**config.mk**
```make
export PLATFORM = sky130hd
export DESIGN_NAME = sevenseg_scan_ctrl
export DESIGN_NICKNAME = d
export VERILOG_FILES = /design/src/rtl/sevenseg_scan_ctrl.sv
export SDC_FILE = /design/constraint.sdc
export NUM_CORES = 1
export LEC_CHECK = 0
export CAP_MARGIN = 20
export CORE_MARGIN = 2
export CORE_UTILIZATION = 38
export CTS_BUF_LIST = sky130_fd_sc_hd__clkbuf_2 sky130_fd_sc_hd__clkbuf_4 sky130_fd_sc_hd__clkbuf_8
export DETAILED_ROUTE_END_ITERATION = 10
export SETUP_SLACK_MARGIN = 0.5
export SYNTH_ARGS = -nofsm -noshare
export SYNTH_HDL_FRONTEND = slang
export SYNTH_SLANG_ARGS = --single-unit
```
**constraint.sdc**
```tcl
create_clock -name clk -period 2.05 [get_ports clk]
set_input_delay 0.205 -clock clk [delete_from_list [all_inputs] [get_ports clk]]
set_output_delay 0.205 -clock clk [all_outputs]
set_load 0.02 [all_outputs]
```
**src/rtl/sevenseg_scan_ctrl.sv**
```systemverilog
`default_nettype none
// ============================================================================
// Module   : sevenseg_scan_ctrl
// Purpose  : Time-multiplexed scan controller for a 4-digit seven-segment
//            display. Each digit is shown for DIV cycles, followed by GAP
//            cycles with all anodes off, so that segments do not ghost onto
//            the neighbouring digit. New display values are captured through
//            a ready/load handshake into a shadow register. They become
//            visible only at a frame boundary, so a frame never mixes old
//            and new digits.
// Ports    : clk    - single clock, rising edge
//            reset  - asynchronous, active-high
//            enable - 1 = scan, 0 = display dark
//            load   - capture request for value (accepted when ready=1)
//            value  - four BCD digits, [3:0] is the rightmost digit
//            ready  - 1 = a load in this cycle is accepted
//            digit  - BCD nibble for the external segment decoder
//            anode  - active-low digit select, bit i drives digit i
// Macro    : SEVENSEG_LZ_BLANK_EN - when defined, leading zeros are blanked.
//            Digit 0 is always lit, and slot timing is unchanged.
// Revision : 1.0 - initial release
// ============================================================================
module sevenseg_scan_ctrl #(
    parameter int unsigned DIV = 16,   // cycles per SHOW slot, 2..65535
    parameter int unsigned GAP = 4     // dead-time cycles per slot, 1..255
) (
    input  logic        clk,
    input  logic        reset,
    input  logic        enable,
    input  logic        load,
    input  logic [15:0] value,
    output logic        ready,
    output logic [3:0]  digit,
    output logic [3:0]  anode
);

    typedef enum logic [1:0] {
        ST_OFF  = 2'd0,
        ST_SHOW = 2'd1,
        ST_GAP  = 2'd2
    } state_t;

    localparam logic [15:0] C_PRESC_LAST = 16'(DIV - 1);
    localparam logic [7:0]  C_GAP_LAST   = 8'(GAP - 1);
    localparam logic [3:0]  C_ANODE_OFF  = 4'b1111;

    state_t      r_state;
    logic [1:0]  r_idx;
    logic [15:0] r_presc;
    logic [7:0]  r_gapcnt;
    logic [15:0] r_shadow;
    logic [15:0] r_disp;
    logic        r_pending;
    logic        r_ready;
    logic [3:0]  r_digit;
    logic [3:0]  r_anode;

    logic        w_gap_last;
    logic        w_wrap;
    logic        w_commit;
    logic [15:0] w_disp_nx;
    logic [1:0]  w_slot_idx;
    logic [3:0]  w_slot_digit;
    logic [3:0]  w_slot_anode;

    // Last dead-time cycle after digit 3 while scanning: the frame boundary.
    assign w_gap_last = (r_state == ST_GAP) && (r_gapcnt == C_GAP_LAST);
    assign w_wrap     = w_gap_last && (r_idx == 2'd3) && enable;

    // Shadow moves to the display at a frame boundary, or at any time while
    // dark, because nothing is visible then.
    assign w_commit   = r_pending && ((r_state == ST_OFF) || w_wrap);
    assign w_disp_nx  = w_commit ? r_shadow : r_disp;

    // Index of the SHOW slot that the next edge may enter. From OFF this is
    // always slot 0. From GAP it is the following slot, and 3 wraps to 0.
    assign w_slot_idx = (r_state == ST_GAP) ? (r_idx + 2'd1) : 2'd0;

    // Registered outputs for the slot being entered. They are computed from
    // the post-commit display value, so a committing edge already shows the
    // new digit 0.
    always_comb begin
        w_slot_digit = w_disp_nx[3:0];
        w_slot_anode = ~(4'b0001 << w_slot_idx);
        case (w_slot_idx)
            2'd0:    w_slot_digit = w_disp_nx[3:0];
            2'd1:    w_slot_digit = w_disp_nx[7:4];
            2'd2:    w_slot_digit = w_disp_nx[11:8];
            default: w_slot_digit = w_disp_nx[15:12];
        endcase
`ifdef SEVENSEG_LZ_BLANK_EN
        // A slot is dark when its nibble and every nibble above it are zero.
        case (w_slot_idx)
            2'd1:    if (w_disp_nx[15:4]  == 12'h000) w_slot_anode = C_ANODE_OFF;
            2'd2:    if (w_disp_nx[15:8]  == 8'h00)   w_slot_anode = C_ANODE_OFF;
            2'd3:    if (w_disp_nx[15:12] == 4'h0)    w_slot_anode = C_ANODE_OFF;
            default: ;
        endcase
`endif
    end

    always_ff @(posedge clk or posedge reset) begin
        if (reset) begin
            r_state   <= ST_OFF;
            r_idx     <= 2'd0;
            r_presc   <= 16'd0;
            r_gapcnt  <= 8'd0;
            r_shadow  <= 16'h0000;
            r_disp    <= 16'h0000;
            r_pending <= 1'b0;
            r_ready   <= 1'b1;
            r_digit   <= 4'h0;
            r_anode   <= C_ANODE_OFF;
        end else begin
            // Handshake. While a capture is pending, ready is 0, so a commit
            // and an accepted load never happen in the same cycle.
            if (w_commit) begin
                r_disp    <= r_shadow;
                r_pending <= 1'b0;
                r_ready   <= 1'b1;
            end else if (load && r_ready) begin
                r_shadow  <= value;
                r_pending <= 1'b1;
                r_ready   <= 1'b0;
            end

            // Scan sequencing. Dropping enable always restarts from slot 0.
            if (!enable) begin
                r_state  <= ST_OFF;
                r_idx    <= 2'd0;
                r_presc  <= 16'd0;
                r_gapcnt <= 8'd0;
                r_anode  <= C_ANODE_OFF;
                r_digit  <= 4'h0;
            end else begin
                case (r_state)
                    ST_OFF: begin
                        r_state  <= ST_SHOW;
                        r_idx    <= 2'd0;
                        r_presc  <= 16'd0;
                        r_gapcnt <= 8'd0;
                        r_anode  <= w_slot_anode;
                        r_digit  <= w_slot_digit;
                    end
                    ST_SHOW: begin
                        if (r_presc == C_PRESC_LAST) begin
                            r_state  <= ST_GAP;
                            r_gapcnt <= 8'd0;
                            r_anode  <= C_ANODE_OFF;
                        end else begin
                            r_presc <= r_presc + 16'd1;
                        end
                    end
                    ST_GAP: begin
                        if (w_gap_last) begin
                            r_state <= ST_SHOW;
                            r_idx   <= w_slot_idx;
                            r_presc <= 16'd0;
                            r_anode <= w_slot_anode;
                            r_digit <= w_slot_digit;
                        end else begin
                            r_gapcnt <= r_gapcnt + 8'd1;
                        end
                    end
                    default: begin
                        r_state <= ST_OFF;
                        r_anode <= C_ANODE_OFF;
                        r_digit <= 4'h0;
                    end
                endcase
            end
        end
    end

    assign ready = r_ready;
    assign digit = r_digit;
    assign anode = r_anode;

endmodule
`default_nettype wire

```
# Word-level counts from Yosys, hierarchy flattened
# Index checks and enable logic that the tools add are counted.
[totals]
word_cells = 74
input_bits = 20
register_bits = 70
[classes]
n_eq_ne = 14
shifts = 1
reduce_logical = 15
n_mux = 29
n_bitwise = 2
addsub = 3
[ops]
columns = ["operator", "count"]
rows = [
  ["$mux 16", 4],
  ["$pmux 16 s3", 1],
  ["$pmux 4 s3", 3],
  ["$mux 8", 3],
  ["$pmux 8 s3", 1],
  ["$mux 4", 5],
  ["$add 16x1->16 const B", 1],
  ["$eq 16x4->1 const B", 1],
  ["$mux 2", 6],
  ["$ne 3x3->1 const B", 4],
  ["$add 8x1->8 const B", 1],
  ["$eq 8x2->1 const B", 1],
  ["$reduce_and 2->1", 4],
  ["$eq 2x2->1 const B", 3],
  ["$pmux 2 s3", 1],
  ["$reduce_and 3->1", 2],
  ["$logic_and 1x1->1", 5],
  ["$eq 2x1->1 const B", 2],
  ["$logic_not 2->1", 2],
  ["$mux 1", 4],
  ["$ne 4x1->1 const B", 1],
  ["$not 4->4", 1],
  ["$pmux 2 s2", 1],
  ["$shl 1x2->4 const A", 1],
  ["other kinds (6)", 6],
]

# Logic depth before layout (Yosys ltp)
# Gate-level depths: netlist of run 1.
[depth]
word_depth = 11
mapped_depth = 9

# Worst setup path after synthesis of run 1
# Ideal clock, no wire load.
[synth_path]
kind = "register -> register"
from = "register r_gapcnt[0]"
to = "register r_shadow[7]"
arrival_time_ns = 2.105
n_path_buf = 3
path_slack_ns = -0.183
required_ns = 1.923
stages_incl_launch_ff = 10
path_cell_list = "dfrtp_1 -> ha_1 -> nor4b_1 -> nand4_1 -> and2_1 -> buf_2 -> and3_1 -> buf_6 -> buf_6 -> mux2_1"
[synth_between]
elab_chain_len = 8
[synth_rtl]
columns = ["item", "line", "source"]
rows = [
  ["start, declared", "50", "logic [7:0] r_gapcnt;"],
  ["start signal, assigned", "162", "r_gapcnt <= r_gapcnt + 8'd1;"],
  ["$eq 8x2->1", "67", "assign w_gap_last = (r_state == ST_GAP) && (r_gapcnt == C_GAP_LAST);"],
  ["$logic_and 1x1->1", "67", ""],
  ["$logic_and 1x1->1 (2 in a row)", "68", "assign w_wrap = w_gap_last && (r_idx == 2'd3) && enable;"],
  ["$logic_or 1x1->1", "72", "assign w_commit = r_pending && ((r_state == ST_OFF) || w_wrap);"],
  ["$logic_and 1x1->1", "72", ""],
  ["$not 1->1 (no source line)", "-", ""],
  ["$reduce_and 2->1 (no source line)", "-", ""],
  ["end signal, assigned", "122", "r_shadow <= value;"],
  ["end, declared", "51", "logic [15:0] r_shadow;"],
]
# Every way passes these cells.
# A chain may end at the register's enable or synchronous reset.

# Worst setup path after layout of run 1
[layout_path]
from = "register r_gapcnt[0]"
to = "register r_digit[3], in the netlist digit[3]"
[layout_between]
elab_chain_len = 11
[layout_rtl]
columns = ["item", "line", "source"]
rows = [
  ["$eq 8x2->1 (*)", "67", ""],
  ["$logic_and 1x1->1 (*)", "67", ""],
  ["$logic_and 1x1->1 (2 in a row)", "68", ""],
  ["$logic_or 1x1->1", "72", ""],
  ["$logic_and 1x1->1", "72", ""],
  ["$mux 16", "-", ""],
  ["$pmux 4 s3", "85", "case (w_slot_idx)"],
  ["$mux 4", "155", "if (w_gap_last) begin"],
  ["$pmux 4 s3", "136", "case (r_state)"],
  ["$mux 4", "128", "if (!enable) begin"],
  ["end signal, assigned", "143", "r_digit <= w_slot_digit;"],
  ["end signal, assigned", "160", "r_digit <= w_slot_digit;"],
  ["end, declared", "55", "logic [3:0] r_digit;"],
]
# Every way passes the cells marked *; elsewhere a longest branch is shown, timed or not. The select of a mux whose other input is x is not followed.

==> summary.md, run 1 <==
| Metric | Value |
|---|---|
| CP Launch Type | register |
| Area delta synth->final | 44.8% |
| YS warnings | 0 |
| Vias in the first global route | 2847 |
| Top_reg_cell synth | dfrtp_1 |
| Critical-path cell list | ha_4 -> or4b_4 -> buf_6 -> o41ai_4 -> buf_4 -> nand2_2 -> nand2_1 -> o31ai_1 |
| CTS Buf Count | 9 |
| Die width | 100 um |
| FF+latch area | 1760 um^2 |
| Clock buffer depth | 2 |
| Cells after Synth | 358 |
| GPL Wtd Cong | 0.850 |
| Remaining antenna violation count after routing | 0 |
| Initial antenna violation count | 0 |
| H-tree lvl count | 3 |
| Root buf cell | clkbuf_8 |
| Layout cells sized above 1 | 35.8% |
| Total grt overflow | 0 |
| Worst-margin pin slew | 0.577 ns |
| Largest net degree at the start of global routing | 32 |
| TritonRoute pass-1 iters | 4 |
| P_sw | 1450 uW |
| Setup violators final | 4 |
| HPWL after detailed placement | 5950 um |
| Sequential power share | 42.9% |
| Pleak | 0.00218 uW |
| Max FO, Critical Path | 4 |
| Core area | 9110 um^2 |
| Clock power share | 25.9% |
| Mapped Nets | 381 |
| Reg-to-reg setup timing slack | -0.005 ns |
| Final period utilization | 100% |
| Die ar. | 10000 um^2 |
| Layout net count | 460 |
| Vias per inst | 5.43 |
| EDFF count, synth | 0 |
| Highest ir drop seen on vdd | 0.433 mV |
| Power share of the combinational group | 31.2% |
| CTS tree | done |
| Critical Path AT | 2.29 ns |
| Post-Syn Area | 3510 um^2 |
| Seq/Total Area, Yosys | 50.1% |
| Power Density | 924 nW/um^2 |
| Min Tclk post-route | 2.05 ns |
| Worst path slowest cell | or4b_4 |
| Total of max-cap violations | 0 |
| Ant diodes | 0 |
| Pint | 3250 uW |
| Syn Area/Cell | 9.80 um^2 |
| Clk_skew | 0.00754 ns |
| Post-Layout Cell Count | 552 |
| Status | finished, violations left |
| Fill count | 805 |
| # DRC | 0 |
| DP Cell Count | 512 |
| Failing checks | setup timing |
| # rows | 35 |
| Via count | 3000 |
| Pwr Total | 4700 uW |
| RSZ-0062 raised after global routing | true |
| Yosys cell types | 54 |
| Initial Util | 38.5% |
| Multi-input gate area | 2130 um^2 |
| Most common cell after layout, fill and taps aside | dfrtp_1 |
| Fmax | 487 MHz |
| Die H | 100 um |
| Commonest cells after routing, fill and taps aside | dfrtp_1 (64), nand2_1 (57), buf_4 (38) |
| Yosys reg bits | 70 |
| DR WL/cell | 17.1 um |
| Worst min path class | input pin to async pin |
| Sw frac | 30.9% |
| First-pass GRT wire length | 15600 um |
| Post-synth ARST share | 100% |
| Number of I/O pins | 29 |
| Worst EP required | 2.28 ns |
| Clock transition at the registers of the reported paths | 0.08 ns |
| 1st-iter DRT viols | 94 |
| Slew headroom | 61.2% |
| Max incr delay on CP | 0.48 ns |
| Clock Sink Count | 70 |
| Global Route Usage Sum | 20.2% |
| Detailed Route WL | 9440 um |
| Setup slack after layout | -0.00460 ns |
| Kind of end point of the critical path | register |
| Worst-Skew Late Latency | 0.36 ns |
| Worst Setup Path Type | register to register |
| Final Hold Violating Endpoints | 0 |
| Max-slew violations | 0 |
| IO buf count | 28 |
-- cells in the mapped netlist (2+ instances only) --
| library cell | count | share of area, % |
|---|---|---|
| a2111oi_1 | 3 | 0.86 |
| a2111oi_2 | 2 | 0.86 |
| a211oi_1 | 4 | 0.86 |
| a21boi_0 | 4 | 0.86 |
| a21o_1 | 4 | 0.86 |
| a21oi_1 | 11 | 1.6 |
| a221oi_1 | 3 | 0.75 |
| a31oi_1 | 7 | 1.2 |
| a41oi_1 | 2 | 0.50 |
| and2_1 | 4 | 0.71 |
| and3_1 | 5 | 0.89 |
| and4_1 | 2 | 0.50 |
| and4b_1 | 2 | 0.57 |
| buf_1 | 2 | 0.21 |
| buf_6 | 3 | 0.96 |
| clkbuf_1 | 12 | 1.3 |
| dfrtp_1 | 65 | 46 |
| dfstp_2 | 5 | 3.7 |
| ha_1 | 3 | 1.1 |
| inv_1 | 5 | 0.53 |
| mux2_2 | 15 | 4.8 |
| nand2_1 | 68 | 7.3 |
| nand2b_1 | 2 | 0.36 |
| nand3_1 | 14 | 2.0 |
| nand4_1 | 7 | 1.2 |
| nor2_1 | 20 | 2.1 |
| nor2_2 | 3 | 0.53 |
| nor2b_1 | 7 | 1.2 |
| nor3_1 | 3 | 0.43 |
| nor4_1 | 2 | 0.36 |
| o211ai_1 | 4 | 0.86 |
| o21ai_0 | 24 | 3.4 |
| o2bb2ai_1 | 3 | 0.75 |
| o31ai_1 | 8 | 1.7 |
| xnor2_1 | 6 | 1.5 |
| xor2_1 | 6 | 1.5 |
-- power by group through the flow --
stage	Clock, uW	Sequential, uW	Combinational [uW]
floorplan	0	1970	824
global placement	0	2010	1100
detailed placement	0	2020	1130
CTS	1240	2000	1400
global route	1310	2060	1590
finish	1220	2020	1470
-- path summary, 6_finish.rpt --
kind / start / end / depth (start not counted)
max: r_gapcnt[0]$_DFFE_PP0P_ / digit[3]$_DFFE_PP0P_ / 8
min: reset / r_presc[10]$_DFFE_PP0P_ / 2
max reg2reg: r_gapcnt[0]$_DFFE_PP0P_ / digit[3]$_DFFE_PP0P_ / 8
min reg2reg: r_disp[2]$_DFF_PP0_ / r_disp[2]$_DFF_PP0_ / 2
max in group asynchronous: reset / anode[0]$_DFFE_PP1P_ / 3
min in group clk: r_disp[2]$_DFF_PP0_ / r_disp[2]$_DFF_PP0_ / 2
-- sequential cells by signal, summed over array words and instances, names as in the netlist --
name	flops
r_state	2
digit	4
r_presc	16
r_idx	2
r_disp	16
r_shadow	16
ready	1
r_pending	1
anode	4
r_gapcnt	8
-- kinds of logic (layout without fill, tap and decap cells) --
family,after synthesis,in the layout,synth area share [%]
AOI/OAI and AO/OA,86,87,17.1
xor gates and xnor gates,12,12,2.99
adders and majority gates,3,3,1.07
buffers and inverters,23,104,3.14
DFF,70,70,50.1
muxes,17,17,5.42
and+or+nand+nor,147,148,20.2
-- stage by stage --
step / hold WS (ns) / utilization (%) / cell area [um^2] / TNS (ns) / worst slack [ns]
finish: 0.235 / 55.8 / 5080 / -0.0119 / -0.00460
global route: 0.270 / 55.8 / 5080 / -1.48 / -0.108
CTS: 0.248 / 52.8 / 4810 / -0.0192 / -0.00766
detailed placement: 0.449 / 47.0 / 4280 / -0.125 / -0.0349
global placement: 0.443 / 47.0 / 4280 / -0.0614 / -0.0240
floorplan: 0.268 / - / 3710 / 0 / 0.00496
-- per-layer routing --
| layer | vias up | global-route usage, % | wire length [um] |
|---|---|---|---|
| met1 | 1464 | 31.1 | 4700 |
| met4 | 0 | 6.74 | 159 |
| met5 | - | 0 | 0 |
| met3 | 11 | 4.81 | 416 |
| met2 | 65 | 27.8 | 4160 |
| li1 | 1460 | - | - |
-- critical path: cells and delay by family (launching register included) --
kind	cells	cell delay [ns]
simple gates	3	0.64
fa+ha+maj	1	0.17
flops	1	0.40
compound gates	2	0.39
buf+inv	2	0.34
-- layout make-up --
cell class	count	share of cell area (%)
multi-input cells	267	41.9
repair buffers	84	16.1
clock inverters	6	1.72
flip-flops and latches	70	34.6
well taps	111	2.73
clock buffers	9	2.44
inverters	5	0.443
-- repair_timing --
item                       4_1_cts  5_1_grt
pin swaps                       13       25
hold buffers                     0        0
setup endpoints to repair       75       74
cloned                           3        0
resized for setup               57       51
buffers inserted                 9       13
No activity file was read; power rests on OpenSTA's default activity.
==> run 2, diff against run 1 <==
--- a/config.mk
+++ b/config.mk
@@ -6,10 +6,12 @@
 export NUM_CORES = 1
 export LEC_CHECK = 0
 export CAP_MARGIN = 20
+export CORE_ASPECT_RATIO = 2
 export CORE_MARGIN = 2
 export CORE_UTILIZATION = 38
 export CTS_BUF_LIST = sky130_fd_sc_hd__clkbuf_2 sky130_fd_sc_hd__clkbuf_4 sky130_fd_sc_hd__clkbuf_8
 export DETAILED_ROUTE_END_ITERATION = 10
+export MAX_ROUTING_LAYER = met4
 export SETUP_SLACK_MARGIN = 0.5
 export SYNTH_ARGS = -nofsm -noshare
 export SYNTH_HDL_FRONTEND = slang
==> constraint.sdc (replaced) <==
create_clock -name clk -period 1.95 [get_ports clk]
set_input_delay 0.195 -clock clk [delete_from_list [all_inputs] [get_ports clk]]
set_output_delay 0.195 -clock clk [all_outputs]
set_load 0.02 [all_outputs]
==> run 2 against run 1 <==
Against the previous run:
- the run still ends with setup timing left
- non-clock buffer count increased by 7
- clock power fell by 3%
- global-route usage increased by 1.9 points
- first-iteration DRC count grew 120%
- routed wire length up 9.7%
- die area is 0.46% higher
- via count rose by 5.5%
- design area up 0.74%
- sequential power up 5%
- sequential cell count stayed put
- setup slack worse by 0.072 ns
- cell count did not move
- critical endpoint is now digit[2]$_DFFE_PP0P_
==> summary.md, run 2 (synthesis gave the netlist of run 1 again) <==
| Metric | Value |
|---|---|
| Status | finished, violations left |
| Failing checks | setup timing |
| CTS Buf Count | 9 (unchanged) |
| Clk_skew | 0.00942 ns (+0.00188 ns) |
| Die ar. | 10100 um^2 (+0.46%) |
| FF-to-FF path depth | 8 (unchanged) |
| # rows | 49 (+40%) |
| Initial Util | 38.9% (+0.41 points) |
| Initial antenna violation count | 0 (unchanged) |
| Vias in the first global route | 3270 (+15%) |
| Ant diodes | 0 (unchanged) |
| Core area | 9010 um^2 (-1.1%) |
| Vias per inst | 5.73 (+5.5%) |
| Clock Sink Count | 70 (unchanged) |
| Sw frac | 33.7% (+2.8 points) |
| Fill count | 791 (-1.7%) |
| Worst path slowest cell | dfrtp_1 |
| Slew headroom | 67.8% (+6.6 points) |
| Most common cell after layout, fill and taps aside | dfrtp_1 |
| Sequential power share | 43.2% (+0.3 points) |
| Min Tclk post-route | 2.03 ns (-0.0280 ns) |
| Final Hold Violating Endpoints | 0 (unchanged) |
| Power share of the combinational group | 33.0% (+1.8 points) |
| TritonRoute pass-1 iters | 4 (unchanged) |
| 1st-iter DRT viols | 203 (+120%) |
| RR Endpoint | digit[2]$_DFFE_PP0P_ |
| Total of max-cap violations | 0 (unchanged) |
| Worst-margin pin slew | 0.479 ns (-0.0980 ns) |
| Max-slew violations | 0 (unchanged) |
| Worst-Skew Late Latency | 0.37 ns (about the same) |
| Die width | 72.0 um (-28%) |
| Setup slack after layout | -0.0766 ns (-0.0720 ns) |
| Max FO, Critical Path | 6 (+2) |
| Worst Setup Path Type | register to register |
| Worst min path class | input pin to async pin |
| H-tree lvl count | 3 (unchanged) |
| Layout cells sized above 1 | 39.8% (+4.0 points) |
| Via count | 3164 (+5.5%) |
| CTS tree | done |
| Root buf cell | clkbuf_8 |
| Pint | 3280 uW (+0.96%) |
| GPL Wtd Cong | 0.871 (+2.6%) |
| Area delta synth->final | 45.9% |
| # DRC | 0 (unchanged) |
| First-pass GRT wire length | 16400 um (+5.1%) |
| Clock buffer depth | 2 (unchanged) |
| Reg-to-reg setup timing slack | -0.08 ns (-0.07 ns) |
| Clock power share | 23.8% (-2.1 points) |
| Pleak | 0.00213 uW (-2.1%) |
| Critical Path AT | 2.28 ns (about the same) |
| Top flop regs | r_disp x16, r_presc x16, r_shadow x16 |
| Total grt overflow | 0 (unchanged) |
| Max incr delay on CP | 0.37 ns (-0.11 ns) |
| Kind of end point of the critical path | register |
| IO buf count | 28 (unchanged) |
| Critical-path cell list | ha_2 -> buf_6 -> nor4b_4 -> nand4_1 -> and2_4 -> buf_4 -> a221oi_4 -> o31ai_2 |
| Setup Slack @ Placement | -0.0875 ns (-0.0526 ns) |
| Commonest cells after routing, fill and taps aside | dfrtp_1 (64), nand2_1 (50), buf_4 (46) |
| Final period utilization | 104% (+3.7 points) |
| Critical R2R Launch | r_gapcnt[1]$_DFFE_PP0P_ |
| Clock transition at the registers of the reported paths | 0.08 ns (about the same) |
| Global Route Usage Sum | 22.1% (+1.9 points) |
| DR WL/cell | 18.8 um (+9.7%) |
| Power Density | 966 nW/um^2 (+4.4%) |
| Crit path from | r_gapcnt[1]$_DFFE_PP0P_ |
| Fmax | 493 MHz (+1.4%) |
| P_sw | 1670 uW (+15%) |
| Layout Utilization | 56.8% (+1.0 points) |
| Highest ir drop seen on vdd | 0.558 mV (+29%) |
| Layout net count | 468 (+1.7%) |
| Setup violators final | 40 (+36) |
| RSZ-0062 raised after global routing | true |
| HPWL after detailed placement | 6880 um (+16%) |
| Hold-fix buffers, CTS | 0 (unchanged) |
| Remaining antenna violation count after routing | 0 (unchanged) |
| Largest net degree at the start of global routing | 71 (+120%) |
| Die H | 140 um (+40%) |
| CP Launch Type | register |
| Detailed Route WL | 10400 um (+9.7%) |
| Worst EP required | 2.20 ns (-0.08 ns) |
| Number of I/O pins | 29 (unchanged) |
run 2: changes by cell type in the layout (fill, tap and decap cells not counted), moves of 3 or more:
cell | before | now
a211oi_2 | 0 | 4
dlymetal6s2s_1 | 3 | 0
buf_4 | 38 | 46
nand2_2 | 10 | 15
mux2_4 | 16 | 1
nand2_1 | 57 | 50
a211oi_1 | 4 | 0
mux2_2 | 0 | 15
run 2: routing by layer:
metal  vias to the layer above  GRT usage, %  routed length, um
li1                       1483             -                  -
met1                      1580          22.0               3690
met2                        69          39.0               5950
met3                        32          3.96                288
met4                         0          12.7                425
met5                         -             -                  0
run 2: worst max path at each step:
| stage | cells past startpoint | slack, ns | endpoint |
|---|---|---|---|
| 4_1_cts | 6 | -0.06 | r_presc[15]$_DFFE_PP0P_ |
| 2_1_floorplan | 8 | -0.09 | r_shadow[7]$_DFFE_PP0P_ |
| 3_3_place_gp | 7 | -0.04 | digit[2]$_DFFE_PP0P_ |
| 5_1_grt | 6 | -0.16 | r_presc[13]$_DFFE_PP0P_ |
| 6_report | 8 | -0.08 | digit[2]$_DFFE_PP0P_ |
| 3_5_place_dp | 7 | -0.09 | digit[2]$_DFFE_PP0P_ |
run 2: per-stage QoR:
stage                     hold slack [ns]  area, um^2  TNS, ns  instances  power, uW
after CTS                           0.283        4870   -0.728        544       4750
after floorplan                     0.258        3740    -1.78        358       2960
final                               0.246        5120    -1.32        552       4940
after global placement              0.447        4340   -0.423        513       3280
after detailed placement            0.451        4340    -1.41        513       3320
after global routing                0.294        5120    -4.41        552       5190
run 2: critical path, delay by kind of cell (launching register included):
family | cells | cell delay, ns
simple gates | 3 | 0.73
compound gates | 2 | 0.38
flops | 1 | 0.37
buf+inv | 2 | 0.24
fa+ha+maj | 1 | 0.19
run 2: layout make-up:
cell class	instances	area (um^2)	area share [%]
Clock buffer	9	124	2.42
Clock inverter	7	65.1	1.27
Inverter	5	22.5	0.440
Multi-Input combinational cell	268	2170	42.4
Sequential cell	70	1760	34.4
Tap cell	102	128	2.49
Timing Repair Buffer	91	853	16.7
run 2: power groups by stage:
stage	combinational [uW]	clock, uW	sequential [uW]
floorplan	889	0	2070
global placement	1180	0	2110
detailed placement	1200	0	2120
CTS	1460	1190	2100
global route	1750	1250	2190
finish	1630	1180	2130
run 2: what timing repair did:
action	in CTS	in global routing
setup endpoints to repair	79	74
gates cloned	4	1
pin swaps	15	31
resized for setup	65	51
setup buffers	11	7
==> run 3, diff against run 2 <==
--- a/config.mk
+++ b/config.mk
@@ -11,8 +11,10 @@
 export CORE_UTILIZATION = 38
 export CTS_BUF_LIST = sky130_fd_sc_hd__clkbuf_2 sky130_fd_sc_hd__clkbuf_4 sky130_fd_sc_hd__clkbuf_8
 export DETAILED_ROUTE_END_ITERATION = 10
+export GPL_TIMING_DRIVEN = 0
 export MAX_ROUTING_LAYER = met4
 export SETUP_SLACK_MARGIN = 0.5
+export SKIP_LAST_GASP = 1
 export SYNTH_ARGS = -nofsm -noshare
 export SYNTH_HDL_FRONTEND = slang
 export SYNTH_SLANG_ARGS = --single-unit
==> run 3 against run 2 <==
Against the previous run:
- the flow still finishes with violations (setup timing)
- critical path depth is 1 higher
- maximum frequency fell by 3.8%
- non-clock buffer count decreased by 8
- combinational power grew 10%
- design area increased by 0.76%
- first-iteration DRC count shrank 25%
- hold slack gained 0.068 ns
- largest power group unchanged
==> summary.md, run 3 (synthesis gave the netlist of run 1 again) <==
| Metric | Value |
|---|---|
| CP Launch Type | input pin |
| Root buf cell | clkbuf_8 |
| Pwr Total | 4960 uW (+0.32%) |
| Fmax | 475 MHz (-3.8%) |
| Area delta synth->final | 47.0% |
| Worst Setup Path Type | input pin to register |
| Min Tclk post-route | 2.11 ns (+0.0804 ns) |
| Worst-Skew Late Latency | 0.36 ns (about the same) |
| Initial antenna violation count | 0 (unchanged) |
| CP most frequent cell | buf_4 |
| Clk_skew | 0.0108 ns (+0.00140 ns) |
| Max-slew violations | 0 (unchanged) |
| Max FO, Critical Path | 8 (+2) |
| Worst-margin pin slew | 0.781 ns (+0.302 ns) |
| Critical-path cell list | clkdlybuf4s50_1 -> and4b_2 -> nand4_1 -> and2_4 -> buf_6 -> buf_4 -> buf_4 -> a221oi_2 -> o31ai_1 |
| IO buf count | 28 (unchanged) |
| RR Endpoint | digit[0]$_DFFE_PP0P_ |
| Status | finished, violations left |
| Core area | 9010 um^2 (unchanged) |
| Layout net count | 458 (-2.1%) |
| Setup violators final | 34 (-15%) |
| Post-Layout Cell Count | 541 (-2.0%) |
| Setup slack after layout | -0.157 ns (-0.0804 ns) |
| Clock transition at the registers of the reported paths | 0.08 ns (about the same) |
| RSZ-0062 raised after global routing | true |
| Highest ir drop seen on vdd | 0.422 mV (-24%) |
| # rows | 49 (unchanged) |
| GPL Wtd Cong | 0.881 (+1.2%) |
| First-pass GRT wire length | 15400 um (-5.8%) |
| Worst EP required | 2.19 ns (about the same) |
| Worst path slowest cell | clkdlybuf4s50_1 |
| Reg-to-reg setup timing slack | -0.14 ns (-0.06 ns) |
| HPWL after detailed placement | 6690 um (-2.9%) |
| CTS Buf Count | 9 (unchanged) |
| DP Cell Count | 489 (-4.7%) |
| Pleak | 0.00210 uW (-1.6%) |
| Kind of end point of the critical path | register |
| Remaining antenna violation count after routing | 0 (unchanged) |
| Min Hold Slack | 0.314 ns (+0.0677 ns) |
| Global Route Usage Sum | 20.8% (-1.3 points) |
| Die H | 140 um (unchanged) |
| Power Density | 961 nW/um^2 (-0.44%) |
| FF-to-FF path depth | 9 (+1) |
| Layout cells sized above 1 | 42.4% (+2.6 points) |
| Critical Path AT | 2.34 ns (+0.06 ns) |
| Top flop regs | r_disp x16, r_presc x16, r_shadow x16 |
| Detailed Route WL | 10100 um (-2.4%) |
| Max incr delay on CP | 0.71 ns (+0.34 ns) |
| Setup Slack @ Placement | -0.612 ns (-0.524 ns) |
| Worst min path class | input pin to async pin |
| Largest net degree at the start of global routing | 38 (-46%) |
| Total grt overflow | 0 (unchanged) |
| Clock Sink Count | 70 (unchanged) |
| Total of max-cap violations | 0 (unchanged) |
| Initial Util | 38.9% (unchanged) |
| Die width | 72.0 um (unchanged) |
| CTS tree | done |
| Vias in the first global route | 3065 (-6.3%) |
| TritonRoute pass-1 iters | 4 (unchanged) |
| # DRC | 0 (unchanged) |
| Clock buffer depth | 2 (unchanged) |
| CP Capture Point | digit[0]$_DFFE_PP0P_ |
| Ant diodes | 0 (unchanged) |
| Number of I/O pins | 29 (unchanged) |
| Commonest cells after routing, fill and taps aside | dfrtp_1 (60), nand2_1 (44), nand2_2 (20) |
| 1st-iter DRT viols | 152 (-25%) |
| Die ar. | 10100 um^2 (unchanged) |
| Layout Utilization | 57.2% (+0.43 points) |
| H-tree lvl count | 3 (unchanged) |
| Failing checks | setup timing |
| Final period utilization | 108% (+4.1 points) |
| Crit path from | enable |
| Final Hold Violating Endpoints | 0 (unchanged) |
| Slew headroom | 47.8% (-20 points) |
| DR WL/cell | 18.7 um (-0.43%) |
| Critical R2R Launch | r_gapcnt[1]$_DFFE_PP0P_ |
| Via count | 3101 (-2.0%) |
| Vias per inst | 5.73 (about the same) |
| Most common cell after layout, fill and taps aside | dfrtp_1 |
[run 3: cell count changes in the layout (fill, tap and decap cells not counted), moves of 5 or more]
cell | previous run | this run
buf_4 | 46 | 18
buf_6 | 12 | 17
buf_8 | 1 | 8
nand2_1 | 50 | 44
nand2_2 | 15 | 20
[run 3: repair_timing]
item                       4_1_cts  5_1_grt
gates cloned                     3        2
resized for setup               61      102
setup endpoints to repair       79       73
hold buffers                     0        0
pin swaps                       12       46
buffers inserted                20       12
[run 3: worst max-delay path, delay by kind of cell]
kind | cells | cell delay [ns]
AO/OA/AOI/OAI | 2 | 0.45
buffers and inverters | 4 | 1.08
AND/OR/NAND/NOR | 3 | 0.61
[run 3: report_power, final]
group,total [uW],switching (uW),leakage [uW],internal [uW]
Combinational,1800,811,0.00113,985
Sequential,2160,323,0.000888,1840
Clock,1000,542,0.0000851,459
Total,4960,1670,0.00210,3280
[run 3: how the worst min path moves through the flow]
stage | from | endpoint | slack [ns] | depth (start not counted)
finish | reset | digit[0]$_DFFE_PP0P_ | 0.31 | 2
global route | reset | r_disp[14]$_DFF_PP0_ | 0.38 | 2
CTS | reset | r_disp[14]$_DFF_PP0_ | 0.34 | 2
floorplan | load | ready$_DFFE_PP1P_ | 0.26 | 1
detailed placement | r_disp[1]$_DFF_PP0_ | r_disp[1]$_DFF_PP0_ | 0.45 | 2
global placement | r_disp[1]$_DFF_PP0_ | r_disp[1]$_DFF_PP0_ | 0.45 | 2
[run 3: final cells by class]
type	count	area [um^2]
fill	779	3850
multi-input combinational	266	2180
sequential	70	1760
timing repair buffer	65	658
buffer	18	244
clock buffer	10	131
tap	102	128
clock inverter	5	27.5
inverter	5	22.5
[run 3: routing by layer]
layer	wire [um]	global-route usage [%]	part of all wire, %
met1	3600	20.5	36
met2	5750	37.8	57
met3	338	4.39	3.3
met4	413	9.43	4.1
met5	0	-	0
[run 3: per-stage QoR]
step	area [um^2]	setup TNS, ns
after global placement	4140	-22.78
after global routing	5160	-5.67
after floorplan	3740	-1.78
after CTS	4750	-4.05
final	5160	-3.34
after detailed placement	4160	-23.01
